## src/rtl/led_blink_driver.sv

```systemverilog
// Purpose : turn single-cycle event strobes into visible LED blinks of fixed on/off time,
//           queueing strobes that arrive mid-blink in a saturating counter.
// Latency : LED lights on the cycle after the accepted strobe; all outputs registered.
// Backpressure: none; strobes beyond MAX_PENDING queued requests are dropped and flagged sticky.
//
// Ports:
//   clock          system clock, posedge
//   reset          synchronous active-high reset
//   trigger        blink request strobe, one request per high cycle
//   clear_overflow synchronous clear of the overflow flag
//   led_out        LED drive, lit level set by ACTIVE_LOW
//   busy           high while a blink (on or off phase) is in progress
//   pending_count  queued requests, excluding the blink in progress
//   overflow       sticky: a request was dropped because the queue was full
module led_blink_driver #(
  parameter int ON_CYCLES   = 1000,
  parameter int OFF_CYCLES  = 1000,
  parameter int MAX_PENDING = 15,
  parameter bit ACTIVE_LOW  = 1'b1,
  localparam int PW         = $clog2(MAX_PENDING + 1)
) (
  input  logic          clock,
  input  logic          reset,
  input  logic          trigger,
  input  logic          clear_overflow,
  output logic          led_out,
  output logic          busy,
  output logic [PW-1:0] pending_count,
  output logic          overflow
);

  localparam int MAXC = (ON_CYCLES > OFF_CYCLES) ? ON_CYCLES : OFF_CYCLES;
  localparam int TW   = (MAXC > 1) ? $clog2(MAXC) : 1;

  localparam logic [TW-1:0] ON_LOAD  = TW'(ON_CYCLES - 1);
  localparam logic [TW-1:0] OFF_LOAD = TW'(OFF_CYCLES - 1);
  localparam logic [PW-1:0] PEND_MAX = PW'(MAX_PENDING);
  localparam logic          LED_DARK = ACTIVE_LOW;

  typedef enum logic [1:0] {S_IDLE, S_ON, S_OFF} state_t;

  state_t        state_q, state_d;
  logic [TW-1:0] timer_q, timer_d;
  logic [PW-1:0] pend_q, pend_d;
  logic          ovf_q, ovf_d;
  logic          led_q, busy_q;
  logic          trig_enq;
  logic          ovf_set;

  // A strobe is queued whenever a blink is running, except on the last
  // OFF cycle where it is consumed directly by the next blink start.
  assign trig_enq = trigger &&
                    ((state_q == S_ON) || ((state_q == S_OFF) && (timer_q != '0)));

  always_comb begin
    state_d = state_q;
    timer_d = timer_q;
    pend_d  = pend_q;
    ovf_set = 1'b0;

    case (state_q)
      S_IDLE: begin
        if (trigger) begin
          state_d = S_ON;
          timer_d = ON_LOAD;
        end
      end
      S_ON: begin
        if (timer_q != '0) begin
          timer_d = timer_q - 1'b1;
        end else begin
          state_d = S_OFF;
          timer_d = OFF_LOAD;
        end
      end
      S_OFF: begin
        if (timer_q != '0) begin
          timer_d = timer_q - 1'b1;
        end else if (pend_q != '0) begin
          // Dequeue; a simultaneous strobe replaces the dequeued entry.
          state_d = S_ON;
          timer_d = ON_LOAD;
          if (!trigger) pend_d = pend_q - 1'b1;
        end else if (trigger) begin
          state_d = S_ON;
          timer_d = ON_LOAD;
        end else begin
          state_d = S_IDLE;
        end
      end
      default: state_d = S_IDLE;
    endcase

    if (trig_enq) begin
      if (pend_q == PEND_MAX) ovf_set = 1'b1;
      else                    pend_d  = pend_q + 1'b1;
    end

    // Setting wins over clearing.
    ovf_d = ovf_set | (ovf_q & ~clear_overflow);
  end

  always_ff @(posedge clock) begin
    if (reset) begin
      state_q <= S_IDLE;
      timer_q <= '0;
      pend_q  <= '0;
      ovf_q   <= 1'b0;
      led_q   <= LED_DARK;
      busy_q  <= 1'b0;
    end else begin
      state_q <= state_d;
      timer_q <= timer_d;
      pend_q  <= pend_d;
      ovf_q   <= ovf_d;
      // Outputs are registered from the next state so they align with it.
      led_q   <= (state_d == S_ON) ? ~LED_DARK : LED_DARK;
      busy_q  <= (state_d != S_IDLE);
    end
  end

  assign led_out       = led_q;
  assign busy          = busy_q;
  assign pending_count = pend_q;
  assign overflow      = ovf_q;

endmodule
```

## config.mk

```make
export PLATFORM = sky130hd
export DESIGN_NAME = led_blink_driver
export DESIGN_NICKNAME = d
export VERILOG_FILES = /design/src/rtl/led_blink_driver.sv
export SDC_FILE = /design/constraint.sdc
export NUM_CORES = 1
export LEC_CHECK = 0
export ABC_CLOCK_PERIOD_IN_PS = 6000
export CAP_MARGIN = 20
export CORE_MARGIN = 2
export CORE_UTILIZATION = 64
export CTS_BUF_LIST = sky130_fd_sc_hd__clkbuf_4 sky130_fd_sc_hd__clkbuf_8
export DETAILED_ROUTE_END_ITERATION = 7
export PLACE_DENSITY = 0.86
export REMOVE_ABC_BUFFERS = 1
export SLEW_MARGIN = 10
export SYNTH_ARGS = -nofsm -noshare
export SYNTH_HDL_FRONTEND = slang
export SYNTH_SLANG_ARGS = --single-unit
```

## constraint.sdc

```tcl
create_clock -name clock -period 6 [get_ports clock]
set_input_delay 1.2 -clock clock [delete_from_list [all_inputs] [get_ports clock]]
set_output_delay 1.2 -clock clock [all_outputs]
set_load 0.01 [all_outputs]
```

==> run metrics <==
Non-Filler Instances 208; Syn Area/Cell 7.93 um^2; Synth cell types 52; Net count, final 194; Total GRT Usage 27.5%; row cnt 16; router iterations before antenna repair 4; die height 50.6 um; wire length per cell 15.1 um; Root Driver clkbuf_4; detailed-placement wirelength estimate 2230 um; vias per cell 6.60; normalized max-slew margin 51.4%; DRC viols 0; max_cap viols 0; cell total after placement 204; num ports 11; Diodes inserted 0; worst min path class register to register; critical path endpoint category register; Synth Instances 175; DR vias 1373; Hold Vio Cnt, Final 0; slack of the critical path 3.26 ns; mapped cell area 1390 um^2; final setup TNS 0 ns; Final Skew 0.00195 ns; VDD IR max 182 uV; leakage power 0.553 nW; WL final 3140 um; PwrDens 292 nW/um^2; largest fanout on the critical path 10; initial core utilization 69.3%; Startpoint Class primary input; post-CTS resize count 0; Setup Fix Bufs, Post-CTS 0; final hold slack 0.480 ns; first-pass GRT wire length 5460 um; Worst Tran Pin Value 0.724 ns; vias in the first global route 1288; status finished clean; overall power 439 uW; min Tclk post-route 2.74 ns; Yosys reg bits 19; fin util 75.3%; CTS buffer count 3; die area 2560 um^2; proportion of layout cells with a drive suffix above 1 9.94%; number of flops mapped to enable cells by yosys 0; CP Data Required Time 6.22 ns; die width 50.6 um; DRT iter0 DRCs 64; Post-synth ARST share 0%; GPL Wtd Cong 0.857; Design Area, Final 1510 um^2; Final Max Tran Viols 0; synthesis warning total 0; WP data arrival 2.96 ns; htree depth 1; endpoints failing setup 0; sequential area share after synthesis 27.4%; Setup CP Type primary input to register; initial antenna violation count 0; Layout area overhead 8.57%; ANT nets after route 0; fraction of the cycle the final worst path needs 45.7%; IO buf count 10; CTS tree done; f_max 0.365 GHz; total gr overflow 0; Worst-path clk slew 0.11 ns; top_reg_cell synth dfxtp_1; RSZ-0062 raised after global routing false; pre-CTS WS 2.97 ns; DP Area 1480 um^2; largest net degree at the start of global routing 20; R2R Setup Slk 3.66 ns; Clock Latency Late Sink 0.30 ns; core area 2000 um^2; CTS sink cnt 19; Longest Clk Path Bufs 2; hold-fix buffers at CTS 0
[sequential cells by signal, summed over array words and instances, names as in the netlist]
signal and flops:
timer_q 10, pending_count 4, state_q 2, busy 1, led_out 1, overflow 1
[kinds of logic (layout without fill, tap and decap cells)]
| kind of cell | after synthesis | after routing | synth area share, % |
|---|---|---|---|
| multiplexers | 1 | 1 | 0.721 |
| AO/OA/AOI/OAI | 55 | 55 | 28.5 |
| flip-flops | 19 | 19 | 27.4 |
| adder cells (fa/ha/maj) | 8 | 8 | 7.21 |
| AND/OR/NAND/NOR | 68 | 68 | 27.7 |
| XOR/XNOR | 3 | 3 | 1.89 |
| buffers and inverters | 21 | 27 | 6.58 |
[cell usage in the layout, fill, tap and decap left out, drive strengths merged, types with 2 or more instances in the layout]
cell	n
dfxtp	19
xnor2	3
o32ai	2
nor3	14
nand3	5
o2bb2ai	2
nand2b	6
inv	13
nor4	2
o21ai	13
a211o	3
a21boi	3
or3	5
clkdlybuf4s50	10
or4	3
nor3b	2
a21oi	12
nand2	8
o21ba	2
nor2	12
a31oi	4
o31ai	4
ha	8
clkbuf	3
nor2b	3
and3	2
[report_power, final]
group / internal, mW / total, mW / switching (mW)
Combinational: 0.0855 / 0.205 / 0.120
Sequential: 0.145 / 0.168 / 0.0233
Clock: 0.0249 / 0.0659 / 0.0410
[final timing paths]
path / startpoint / endpoint / cells past startpoint
max: trigger / pending_count[3]$_SDFF_PP0_ / 6
min: overflow$_SDFF_PP0_ / overflow$_SDFF_PP0_ / 2
max reg2reg: timer_q[2]$_SDFFE_PP0P_ / pending_count[1]$_SDFF_PP0_ / 5
min reg2reg: overflow$_SDFF_PP0_ / overflow$_SDFF_PP0_ / 2
[cells in the mapped netlist (all sizes together) (5+ instances only)]
| cell | number | area, um^2 |
|---|---|---|
| nand3 | 5 | 30.0 |
| nor3 | 14 | 70.1 |
| inv | 13 | 48.8 |
| clkbuf | 5 | 18.8 |
| dfxtp | 19 | 380 |
| a21oi | 12 | 60.1 |
| nand2b | 6 | 37.5 |
| o21ai | 13 | 65.1 |
| or3 | 5 | 33.8 |
| nand2 | 8 | 30.0 |
| nor2 | 12 | 45.0 |
| ha | 8 | 100 |
[final cells by class]
cell class	count	area (um^2)
multi-input cells	135	916
fillers	164	495
flip-flops and latches	19	380
repair buffers	10	100
inverters	13	48.8
well taps	27	33.8
clock buffers	3	22.5
clock inverters	1	5.00
[metal layers]
layer	up-vias	track usage (%)	share of wire [%]
met3	9	3.87	6.2
li1	657	-	-
met5	-	0	0
met4	0	12.6	2.2
met2	64	48.2	49
met1	643	33.0	43
[critical path: stages]
cell and delay (ns):
clkdlybuf4s50_1 0.59, nand2b_1 0.28, or4_1 0.43, nor2_1 0.16, a221oi_1 0.12, a311oi_2 0.19
Power figures use the tool's default switching activity.
==> RTL edit (same flow settings) <==
Reset style: asynchronous (`reset`), changed in one clocked block. Comments in the files are not updated.
--- a/src/rtl/led_blink_driver.sv
+++ b/src/rtl/led_blink_driver.sv
@@ -100,7 +100,7 @@
     ovf_d = ovf_set | (ovf_q & ~clear_overflow);
   end
 
-  always_ff @(posedge clock) begin
+  always_ff @(posedge clock or posedge reset) begin
     if (reset) begin
       state_q <= S_IDLE;
       timer_q <= '0;
Function: differs if reset is asserted again (counterexample within 4 cycles, from zero or initial values and one cycle with reset high); with reset held inactive, the same outputs for 10 cycles.
==> RTL edit against the unedited design <==
Final area down 3.2%. Sequential cell count unchanged. Area after synthesis down 5.3%. Routed wire length down 11%. Register-to-register slack better by 0.20 ns. Setup slack worse by 0.012 ns. Count of clock-buffer cells in the layout up 1.
Power is not compared: it rests on default switching activity, and its combinational part moved more than twofold at a synthesized area within 25%.
==> RTL edit: results <==
set metrics [dict create \
    ff_latch_area_um2 477 \
    worstSetupStartpoint "trigger" \
    vias_per_cell 6.38 \
    place_area_mm2 0.00143 \
    ys_seq_area_share_pct 36.3 \
    synth_compound_area_share_pct 25.1 \
    wl_met3_um 127 \
    first_pass_iters 5 \
    slowest_delay_ns 0.56 \
    layout-drive-gt1-share_pct 10.8 \
    synth-xor-area-share_pct 0.667 \
    worstHoldEndpoint "timer_q[8]" \
    met1Wirelength_mm 1.24 \
    syn_inst 147 \
    crit_arrival_ns 2.95 \
    async_flop_share_pct 100 \
    ir_drop_mv 0.364 \
    dpl.hpwl_mm 2.08 \
    setup_ws_ns 3.25 \
    grt_pass1_wl_mm 4.69 \
    holdCritStartpoint "timer_q[8]" \
    cts_max_level 1 \
    place_inst 181 \
    groute.layer.met3.usage_pct 3.68 \
    clockRootBuffer "clkbuf_4" \
    status "finished clean" \
    pre_cts_ws_ns 2.96 \
    use_met1_pct 30.9 \
    synthMuxAreaShare_pct 0 \
    wl_met2_mm 1.36 \
    cts-root-to-sink-buffers 2 \
    hold_viol 0 \
    whs_path_depth 1 \
    fin_nets 171 \
    cts_buffers 3 \
    synth_common_cells "dfrtp_1, nand2_1, inv_1, nor2_1, o21ai_0" \
    hold_slack_ns 0.552 \
    stdcell_count 185 \
    synth_cell_types 45 \
    r2r_setup_slack_ns 3.86 \
    synth_area_leaders "dfrtp_1, ha_1, nand2_1" \
    grt.total_usage_pct 24.8 \
    grt_pass1_vias 1104 \
    path_delay_family "compound AO/OA/AOI/OAI gates" \
    gp_congestion 0.952 \
    skew_ns 0.00282 \
    worst_pin_slew_ns 0.730 \
    r2r_end "timer_q[9]" \
    n_fill_cell 148 \
    routed_wl_mm 2.78 \
    first_iter_violations 54 \
    worstHoldPathType "flop to flop" \
    use_met2_pct 41.9 \
    regToRegStartpoint "state_q[1]" \
]
==> RTL edit: cell count changes after synthesis, moves of 3 or more <==
cell | before | now
dfrtp_1 | 0 | 18
clkbuf_1 | 5 | 2
nand2b_1 | 6 | 1
o311ai_0 | 0 | 3
nand3_1 | 4 | 8
and3_1 | 1 | 4
nor3_1 | 14 | 3
dfxtp_1 | 19 | 0
a211oi_1 | 0 | 3
nand2_1 | 8 | 15
a21oi_1 | 12 | 8
o21ai_0 | 13 | 10
==> RTL edit: layout make-up <==
cell class	instances	area share, %
Multi-Input combinational cell	113	53.0
Timing Repair Buffer	10	6.86
Tap cell	27	2.32
Inverter	12	3.09
Sequential cell	19	32.7
Clock buffer	4	2.06
==> RTL edit: power by group <==
group | leakage [nW] | switching [mW] | internal (mW)
sequential | 0.230 | 0.0809 | 0.192
clock | 0.0184 | 0.0417 | 0.0305
combinational | 0.363 | 0.251 | 0.192
total | 0.611 | 0.373 | 0.415
